## config.mk

```make
export PLATFORM = sky130hd
export DESIGN_NAME = hazard_ctrl
export DESIGN_NICKNAME = d
export VERILOG_FILES = /design/src/rtl/hazard_ctrl.sv
export SDC_FILE = /design/constraint.sdc
export NUM_CORES = 1
export LEC_CHECK = 0
export ABC_AREA = 1
export CORE_UTILIZATION = 52
export DETAILED_ROUTE_END_ITERATION = 8
export HOLD_SLACK_MARGIN = 0.02
export PLACE_DENSITY = 0.79
export REMOVE_ABC_BUFFERS = 1
export SYNTH_ARGS = -nofsm -noshare
export SYNTH_HDL_FRONTEND = slang
export SYNTH_SLANG_ARGS = --single-unit
```

## constraint.sdc

```tcl
create_clock -name clk_i -period 6.2 [get_ports clk_i]
set_input_delay 1.24 -clock clk_i [delete_from_list [all_inputs] [get_ports clk_i]]
set_output_delay 1.24 -clock clk_i [all_outputs]
set_load 0.005 [all_outputs]
```

## src/rtl/hazard_ctrl.sv

```systemverilog
// -----------------------------------------------------------------------------
// hazard_ctrl
//
// Pipeline sequencing controller for the five-stage RISC-V core.
//
// It looks at the ID, EX and MEM stages and drives the stall, bubble and
// flush controls. It also runs a handshake FSM that freezes the whole pipeline
// while a variable-latency data-memory access is outstanding, and it keeps two
// saturating performance counters.
//
// Parameters
//   MAX_WAIT : number of MEM_WAIT cycles allowed without an ack before the
//              controller gives up and enters ERROR.
//   CNT_W    : width of the performance counters.
//
// Ports
//   clk_i, rst_i        clock (rising edge), asynchronous active-high reset
//   IF_ID_Rs1_i/Rs2_i   source registers of the instruction in ID
//   ID_Branch_i         instruction in ID is a branch
//   ID_BranchTaken_i    ID comparator resolves the branch as taken
//   ID_EX_Rd_i          destination register of the instruction in EX
//   ID_EX_MemRead_i     instruction in EX is a load
//   ID_EX_RegWrite_i    instruction in EX writes a register
//   EX_MEM_MemAccess_i  instruction in MEM is a load or a store
//   DMem_Ack_i          one-cycle pulse: data memory access complete
//   PCWrite_o           PC update enable
//   IF_ID_Write_o       IF/ID register enable
//   IF_ID_Flush_o       zeroes IF/ID on the next edge
//   NoOp_o              insert a bubble into ID/EX (feeds decoder NoOp_i)
//   Pipe_Stall_o        freezes PC, IF/ID, ID/EX, EX/MEM and MEM/WB
//   DMem_Start_o        one-cycle pulse: launch the data memory access
//   Err_Timeout_o       sticky memory-timeout flag
//   Stall_Cnt_o         cycles with PCWrite_o=0, saturating
//   Flush_Cnt_o         cycles with IF_ID_Flush_o=1, saturating
// -----------------------------------------------------------------------------
module hazard_ctrl #(
   parameter int MAX_WAIT = 64,
   parameter int CNT_W    = 32
) (
   input  logic             clk_i,
   input  logic             rst_i,
   input  logic [4:0]       IF_ID_Rs1_i,
   input  logic [4:0]       IF_ID_Rs2_i,
   input  logic             ID_Branch_i,
   input  logic             ID_BranchTaken_i,
   input  logic [4:0]       ID_EX_Rd_i,
   input  logic             ID_EX_MemRead_i,
   input  logic             ID_EX_RegWrite_i,
   input  logic             EX_MEM_MemAccess_i,
   input  logic             DMem_Ack_i,
   output logic             PCWrite_o,
   output logic             IF_ID_Write_o,
   output logic             IF_ID_Flush_o,
   output logic             NoOp_o,
   output logic             Pipe_Stall_o,
   output logic             DMem_Start_o,
   output logic             Err_Timeout_o,
   output logic [CNT_W-1:0] Stall_Cnt_o,
   output logic [CNT_W-1:0] Flush_Cnt_o
);

   // The wait counter holds the number of MEM_WAIT cycles already spent,
   // so it only ever needs to reach MAX_WAIT-1.
   localparam int                WAIT_W    = (MAX_WAIT > 1) ? $clog2(MAX_WAIT) : 1;
   localparam logic [WAIT_W-1:0] WAIT_LAST = WAIT_W'(MAX_WAIT - 1);

   typedef enum logic [1:0] {
      ST_RUN      = 2'd0,
      ST_MEM_WAIT = 2'd1,
      ST_ERROR    = 2'd2
   } state_t;

   state_t            state_q, state_d;
   logic [WAIT_W-1:0] wait_cnt_q, wait_cnt_d;
   logic              err_q, err_d;
   logic [CNT_W-1:0]  stall_cnt_q, stall_cnt_d;
   logic [CNT_W-1:0]  flush_cnt_q, flush_cnt_d;

   // Hazard detection terms
   logic rd_nonzero;
   logic rd_match;
   logic load_use;
   logic branch_dep;
   logic hazard_stall;
   logic branch_taken;

   // Combinational control outputs before being driven out
   logic pipe_stall;
   logic dmem_start;
   logic pc_write;
   logic if_id_write;
   logic if_id_flush;
   logic no_op;

   // --------------------------------------------------------------------------
   // Hazard terms
   // --------------------------------------------------------------------------
   always_comb begin
      rd_nonzero   = |ID_EX_Rd_i;
      rd_match     = (ID_EX_Rd_i == IF_ID_Rs1_i) | (ID_EX_Rd_i == IF_ID_Rs2_i);
      load_use     = ID_EX_MemRead_i & rd_nonzero & rd_match;
      // The ID comparator cannot see the EX result, so a branch that depends
      // on a register being written in EX has to wait one cycle.
      branch_dep   = ID_Branch_i & ID_EX_RegWrite_i & rd_nonzero & rd_match;
      hazard_stall = load_use | branch_dep;
      branch_taken = ID_Branch_i & ID_BranchTaken_i;
   end

   // --------------------------------------------------------------------------
   // Pipeline controls: combinational from current state and inputs.
   // --------------------------------------------------------------------------
   always_comb begin
      pipe_stall = 1'b0;
      dmem_start = 1'b0;

      case (state_q)
         ST_RUN: begin
            // A new access in MEM is launched here. A same-cycle ack is a
            // zero-wait access and the pipeline keeps moving.
            dmem_start = EX_MEM_MemAccess_i;
            pipe_stall = EX_MEM_MemAccess_i & ~DMem_Ack_i;
         end
         ST_MEM_WAIT: begin
            // The ack cycle releases the pipeline immediately.
            pipe_stall = ~DMem_Ack_i;
         end
         ST_ERROR: begin
            pipe_stall = 1'b1;
         end
         default: begin
            pipe_stall = 1'b1;
         end
      endcase

      // Priority: memory stall, then hazard bubble, then taken-branch flush.
      // During a memory stall the branch stays in ID, so its flush is simply
      // deferred until the pipeline moves again.
      if (pipe_stall) begin
         pc_write    = 1'b0;
         if_id_write = 1'b0;
         no_op       = 1'b0;
         if_id_flush = 1'b0;
      end else if (hazard_stall) begin
         // A branch outcome is not trusted while its operand is still in EX.
         pc_write    = 1'b0;
         if_id_write = 1'b0;
         no_op       = 1'b1;
         if_id_flush = 1'b0;
      end else if (branch_taken) begin
         pc_write    = 1'b1;
         if_id_write = 1'b1;
         no_op       = 1'b0;
         if_id_flush = 1'b1;
      end else begin
         pc_write    = 1'b1;
         if_id_write = 1'b1;
         no_op       = 1'b0;
         if_id_flush = 1'b0;
      end

      // Outputs are held at their safe values for as long as reset is high.
      if (rst_i) begin
         pipe_stall  = 1'b0;
         dmem_start  = 1'b0;
         pc_write    = 1'b0;
         if_id_write = 1'b0;
         no_op       = 1'b1;
         if_id_flush = 1'b0;
      end
   end

   // --------------------------------------------------------------------------
   // Memory handshake FSM next state
   // --------------------------------------------------------------------------
   always_comb begin
      state_d    = state_q;
      wait_cnt_d = wait_cnt_q;
      err_d      = err_q;

      case (state_q)
         ST_RUN: begin
            if (EX_MEM_MemAccess_i && !DMem_Ack_i) begin
               state_d    = ST_MEM_WAIT;
               wait_cnt_d = '0;
            end
         end
         ST_MEM_WAIT: begin
            // An ack on the last permitted cycle still wins over the timeout.
            if (DMem_Ack_i) begin
               state_d    = ST_RUN;
               wait_cnt_d = '0;
            end else if (wait_cnt_q == WAIT_LAST) begin
               state_d = ST_ERROR;
               err_d   = 1'b1;
            end else begin
               wait_cnt_d = wait_cnt_q + WAIT_W'(1);
            end
         end
         ST_ERROR: begin
            // Only reset leaves ERROR; acks are ignored.
            state_d = ST_ERROR;
         end
         default: begin
            state_d    = ST_RUN;
            wait_cnt_d = '0;
         end
      endcase
   end

   // --------------------------------------------------------------------------
   // Saturating performance counters
   // --------------------------------------------------------------------------
   always_comb begin
      stall_cnt_d = stall_cnt_q;
      flush_cnt_d = flush_cnt_q;
      if (!pc_write && (stall_cnt_q != {CNT_W{1'b1}})) begin
         stall_cnt_d = stall_cnt_q + CNT_W'(1);
      end
      if (if_id_flush && (flush_cnt_q != {CNT_W{1'b1}})) begin
         flush_cnt_d = flush_cnt_q + CNT_W'(1);
      end
   end

   // --------------------------------------------------------------------------
   // State registers
   // --------------------------------------------------------------------------
   always_ff @(posedge clk_i or posedge rst_i) begin
      if (rst_i) begin
         state_q     <= ST_RUN;
         wait_cnt_q  <= '0;
         err_q       <= 1'b0;
         stall_cnt_q <= '0;
         flush_cnt_q <= '0;
      end else begin
         state_q     <= state_d;
         wait_cnt_q  <= wait_cnt_d;
         err_q       <= err_d;
         stall_cnt_q <= stall_cnt_d;
         flush_cnt_q <= flush_cnt_d;
      end
   end

   // --------------------------------------------------------------------------
   // Output drive
   // --------------------------------------------------------------------------
   assign PCWrite_o     = pc_write;
   assign IF_ID_Write_o = if_id_write;
   assign IF_ID_Flush_o = if_id_flush;
   assign NoOp_o        = no_op;
   assign Pipe_Stall_o  = pipe_stall;
   assign DMem_Start_o  = dmem_start;
   assign Err_Timeout_o = err_q;
   assign Stall_Cnt_o   = stall_cnt_q;
   assign Flush_Cnt_o   = flush_cnt_q;

endmodule

```

== Word level (Yosys, flattened, before mapping) ==
Cells that the tools add are included.

* Register bits: 73

* Eq/ne operators: 10
* Muxes and demuxes: 22
* Reductions and logical operators: 10
* Bitwise logic cells: 11
* $add $sub $neg: 3

{| class="wikitable"
|+ Operators with widths
! cell !! count
|-
| 32-bit by 1-bit adder with 32-bit output, second input constant || 2
|-
| 32-bit != test, second input constant || 2
|-
| 6-bit two-way mux || 3
|-
| 6-bit case mux with 3 select lines || 1
|-
| 1-bit two-way mux || 13
|-
| 5-bit == test || 2
|-
| 1-bit AND || 7
|-
| 6-bit by 1-bit adder with 6-bit output, second input constant || 1
|-
| 6-bit == test, second input constant || 1
|-
| 2-bit two-way mux || 3
|-
| 3-bit != test, second input constant || 2
|-
| 2-bit case mux with 3 select lines || 1
|-
| 3-bit AND reduction || 2
|-
| 5-bit OR reduction || 1
|-
| 1-bit logical AND || 3
|-
| 2-bit by 1-bit == test with 1-bit output, second input constant || 1
|-
| 2-bit == test, second input constant || 1
|-
| 1-bit zero test || 2
|-
| 2-bit zero test || 1
|-
| 2-bit != test, second input constant || 1
|-
| 1-bit inverter || 2
|-
| 1-bit OR || 2
|-
| 1-bit case mux with 2 select lines || 1
|-
| 2-bit AND reduction || 1
|}

== Logic depth before layout (Yosys ltp) ==
* Word-level depth: 9
* Gate-level depth with buffers: 12

== Worst setup path after synthesis ==
Ideal clock, no wire load.

* Path type: input port to output port
* Start point: in rst_i
* End point: out PCWrite_o
* Slack: 1.143 ns
* Data required time: 4.960 ns
* Buffers on the path: 2
* Stages on the path: 5
* Data arrival time: 3.817 ns
* Cells stage by stage: inv_1 -> nand2_1 -> a21oi_1 -> clkbuf_1 -> buf_4

* Word-level cells in the longest chain between the ends: 1

{| class="wikitable"
|+ Ends and longest elaborated chain
! what !! RTL line !! text
|-
| from (decl) || 41 || <nowiki>input logic rst_i,</nowiki>
|-
| 1-bit two-way mux || -- ||
|-
| to (decl) || 51 || <nowiki>output logic PCWrite_o,</nowiki>
|}

Every way passes these cells.

== Worst setup path after layout ==
* Start point: in DMem_Ack_i
* End point: out IF_ID_Flush_o

* Word-level cells in the longest chain between the ends: 5

{| class="wikitable"
|+ Ends and longest elaborated chain
! what !! RTL line !! text
|-
| from (decl) || 50 || <nowiki>input logic DMem_Ack_i,</nowiki>
|-
| 1-bit inverter (no line) (*) || -- ||
|-
| 1-bit AND || 121 || <nowiki>pipe_stall = EX_MEM_MemAccess_i & ~DMem_Ack_i;</nowiki>
|-
| 1-bit case mux with 2 select lines (*) || 116 || <nowiki>case (state_q)</nowiki>
|-
| 1-bit two-way mux (*) || 138 || <nowiki>if (pipe_stall) begin</nowiki>
|-
| 1-bit two-way mux (*) || 162 || <nowiki>if (rst_i) begin</nowiki>
|-
| to (decl) || 53 || <nowiki>output logic IF_ID_Flush_o,</nowiki>
|}

Every way passes the cells marked *; elsewhere a longest branch is shown, timed or not.

==> flow_summary.toml <==
[setup_path]
path_max_fanout = 29
start_kind = "input port"
endpoint = "IF_ID_Flush_o"
reg2reg_slack_ns = 3.34
r2r-start = "Flush_Cnt_o[0]$_DFFE_PP0P_"
r2r-end = "Flush_Cnt_o[2]$_DFFE_PP0P_"
timing.critical_path.from = "DMem_Ack_i"
timing_worst_setup_path_type = "in2out"
arrival_ns = 3.53
worstPathRequired_ns = 4.96
ff2ff_path_depth = 8
cp-end-kind = "output port"

[drt]
wl_per_cell_um = 13.6
via_per_inst = 5.36
first_pass_iters = 6
initialDrtViolationCount = 427
wl_mm = 13.6
ant_nets = 0
vias = 5329
drc = 0

[cts]
cts_tree = "done"
cts_made_buffers = 9
cts_root_buffer = "clkbuf_8"
path_clk_slew_ns = 0.07
cts_sinks = 73
clk_latency_ns = 0.35
post_cts_buffers = 0
cts-resized-gates = 0
htree_levels = 3
holdBufCountCts = 0
clk_path_buf_depth = 2

[logic_synthesis]
async_flop_share_pct = 100
yosysSeqAreaShare_pct = 36.2
netlist_top_cells_area = "dfrtp_1 (36%), nand2_1 (25%), nor2_1 (7.9%)"
ys_top_cells_by_count = "nand2_1 (330), nor2_1 (106), dfrtp_1 (73)"
synth_area_leader_cell = "dfrtp_1"
synth_seq_cells = 73
synth_edf_count = 0
syn_inst = 774
syn-cell-area_sq_um = 5050
synth_top_flop_cell = "dfrtp_1"
yosysUniqueCellTypes = 28
syn_area_per_cell_sq_um = 6.53
synth.most_common_cell = "nand2_1"
yosys_warnings = 0
yosys.area.top_type_share_pct = 36.2

[outcome]
status = "completed"

[timing]
relSlewSlack_pct = 18.0
fmax_ghz = 0.210
rsz0062_at_grt = "false"
fin_ws_ns = 1.43
setup_tns_ns = 0
post-route-min-period_ns = 4.77
setup-violations-final = 0
slew_violations = 0
hold_ws_ns = 0.472
worstMarginPinSlew_ns = 1.23
finalHoldViolations = 0
skew_ns = 0.0172
final.period_utilization_pct = 76.9

[floorplanning]
die_area_sq_um = 10100
die_w_um = 101
num_io_pins = 94
core_sq_um = 9330
rows = 35
die_y_um = 101
start_util_pct = 54.2

[final_layout]
nets = 887
final_core_util_pct = 66.8
area_delta_synth_final_pct = 23.3
antennaDiodeCount = 0
drive_gt1_share_pct = 3.46

[global_routing]
grt_use_total_pct = 28.0
antenna_found_initial = 0
grt_overflow = 0
grt_max_degree = 61
grt_pass1_wl_mm = 22.5
grt_pass1_vias = 4821

[power]
power_density_nw_per_um2 = 185
ir_worst_vdd_mv = 0.153
power_leakage_uw = 0.00285
finalPower_uw = 1160

[flow_run]
maxCapViolCount = 0

[min_path]
min_path_type = "reg2reg"

[place]
dp_slack_ns = 1.54
port-buffer-count = 93
place.gp.congestion = 0.928
place_hpwl_mm = 9.91
[sequential cells by signal (all words and copies together), names as in the netlist]
| signal | count |
|---|---|
| state_q | 2 |
| Stall_Cnt_o | 32 |
| wait_cnt_q | 6 |
| Flush_Cnt_o | 32 |
| Err_Timeout_o | 1 |
[per-stage QoR]
stage	std cells	area, sq um
5_1_grt	995	6230
3_5_place_dp	979	6060
2_1_floorplan	753	4940
6_report	995	6230
3_3_place_gp	979	6060
4_1_cts	995	6230
[worst max-delay path, cell delays in order]
cell and delay (ns):
clkdlybuf4s50_1 0.48, inv_1 0.05, o21ai_0 0.50, nand2_1 0.18, inv_1 0.14, nand2_1 0.06
buf_4 0.24, nor2_1 0.12, clkdlybuf4s50_1 0.51
[area by class of cell]
class	count	area (sq um)
inverter	56	210
sequential	73	1830
timing repair buffer	97	961
multi-input combinational	624	2900
tap	129	161
clock buffer	14	153
clock inverter	2	13.8
fill	853	3100
[layout by cell type, fill, tap and decap left out, types with 3 or more instances in the layout]
| cell | Yosys | final |
|---|---|---|
| a21oi_1 | 5 | 4 |
| clkbuf_1 | 8 | 4 |
| xor2_1 | 20 | 20 |
| buf_4 | 1 | 4 |
| o21ai_0 | 11 | 11 |
| nand2_1 | 330 | 330 |
| nand3b_1 | 19 | 19 |
| clkdlybuf4s50_1 | 0 | 93 |
| dfrtp_1 | 73 | 73 |
| nor3_1 | 10 | 10 |
| nand2_2 | 3 | 3 |
| inv_1 | 54 | 53 |
| nand4_1 | 44 | 44 |
| clkbuf_8 | 0 | 10 |
| xnor2_1 | 17 | 17 |
| ha_1 | 3 | 3 |
| nand3_1 | 46 | 46 |
| nor2_1 | 106 | 106 |
[layer usage]
layer / up-vias / global-route usage (%) / part of all wire, % / wire length, um
li1: 2641 / - / - / -
met1: 2465 / 39.2 / 46 / 6260
met2: 205 / 45.0 / 45 / 6170
met3: 18 / 4.85 / 7.2 / 975
met4: 0 / 7.36 / 1.2 / 169
met5: - / 0 / 0 / 0
[report_power, final]
group / internal, uW / leakage (uW) / total [uW] / switching, uW
Combinational: 125 / 0.00176 / 258 / 133
Clock: 157 / 0.0000847 / 332 / 175
Sequential: 511 / 0.000999 / 565 / 54.0
[cell families (layout without fill, tap and decap cells)]
family	count (synthesis)	after routing	share of synthesized area (%)
AO/OA/AOI/OAI	17	17	1.71
XOR/XNOR	37	37	6.41
adder cells (fa/ha/maj)	3	3	0.743
buffers and inverters	77	169	6.46
flip-flops	73	73	36.2
AND/OR/NAND/NOR	567	567	48.5
[how the worst min path moves through the flow]
stage	start	to	slack (ns)	cells past startpoint
global placement	Err_Timeout_o$_DFFE_PP0P_	Err_Timeout_o$_DFFE_PP0P_	0.45	2
finish	Err_Timeout_o$_DFFE_PP0P_	Err_Timeout_o$_DFFE_PP0P_	0.47	2
floorplan	Err_Timeout_o$_DFFE_PP0P_	Err_Timeout_o$_DFFE_PP0P_	0.46	2
CTS	Err_Timeout_o$_DFFE_PP0P_	Err_Timeout_o$_DFFE_PP0P_	0.48	2
global route	Err_Timeout_o$_DFFE_PP0P_	Err_Timeout_o$_DFFE_PP0P_	0.50	2
detailed placement	Err_Timeout_o$_DFFE_PP0P_	Err_Timeout_o$_DFFE_PP0P_	0.46	2
Note: power is estimated with default switching activity, not from simulation.
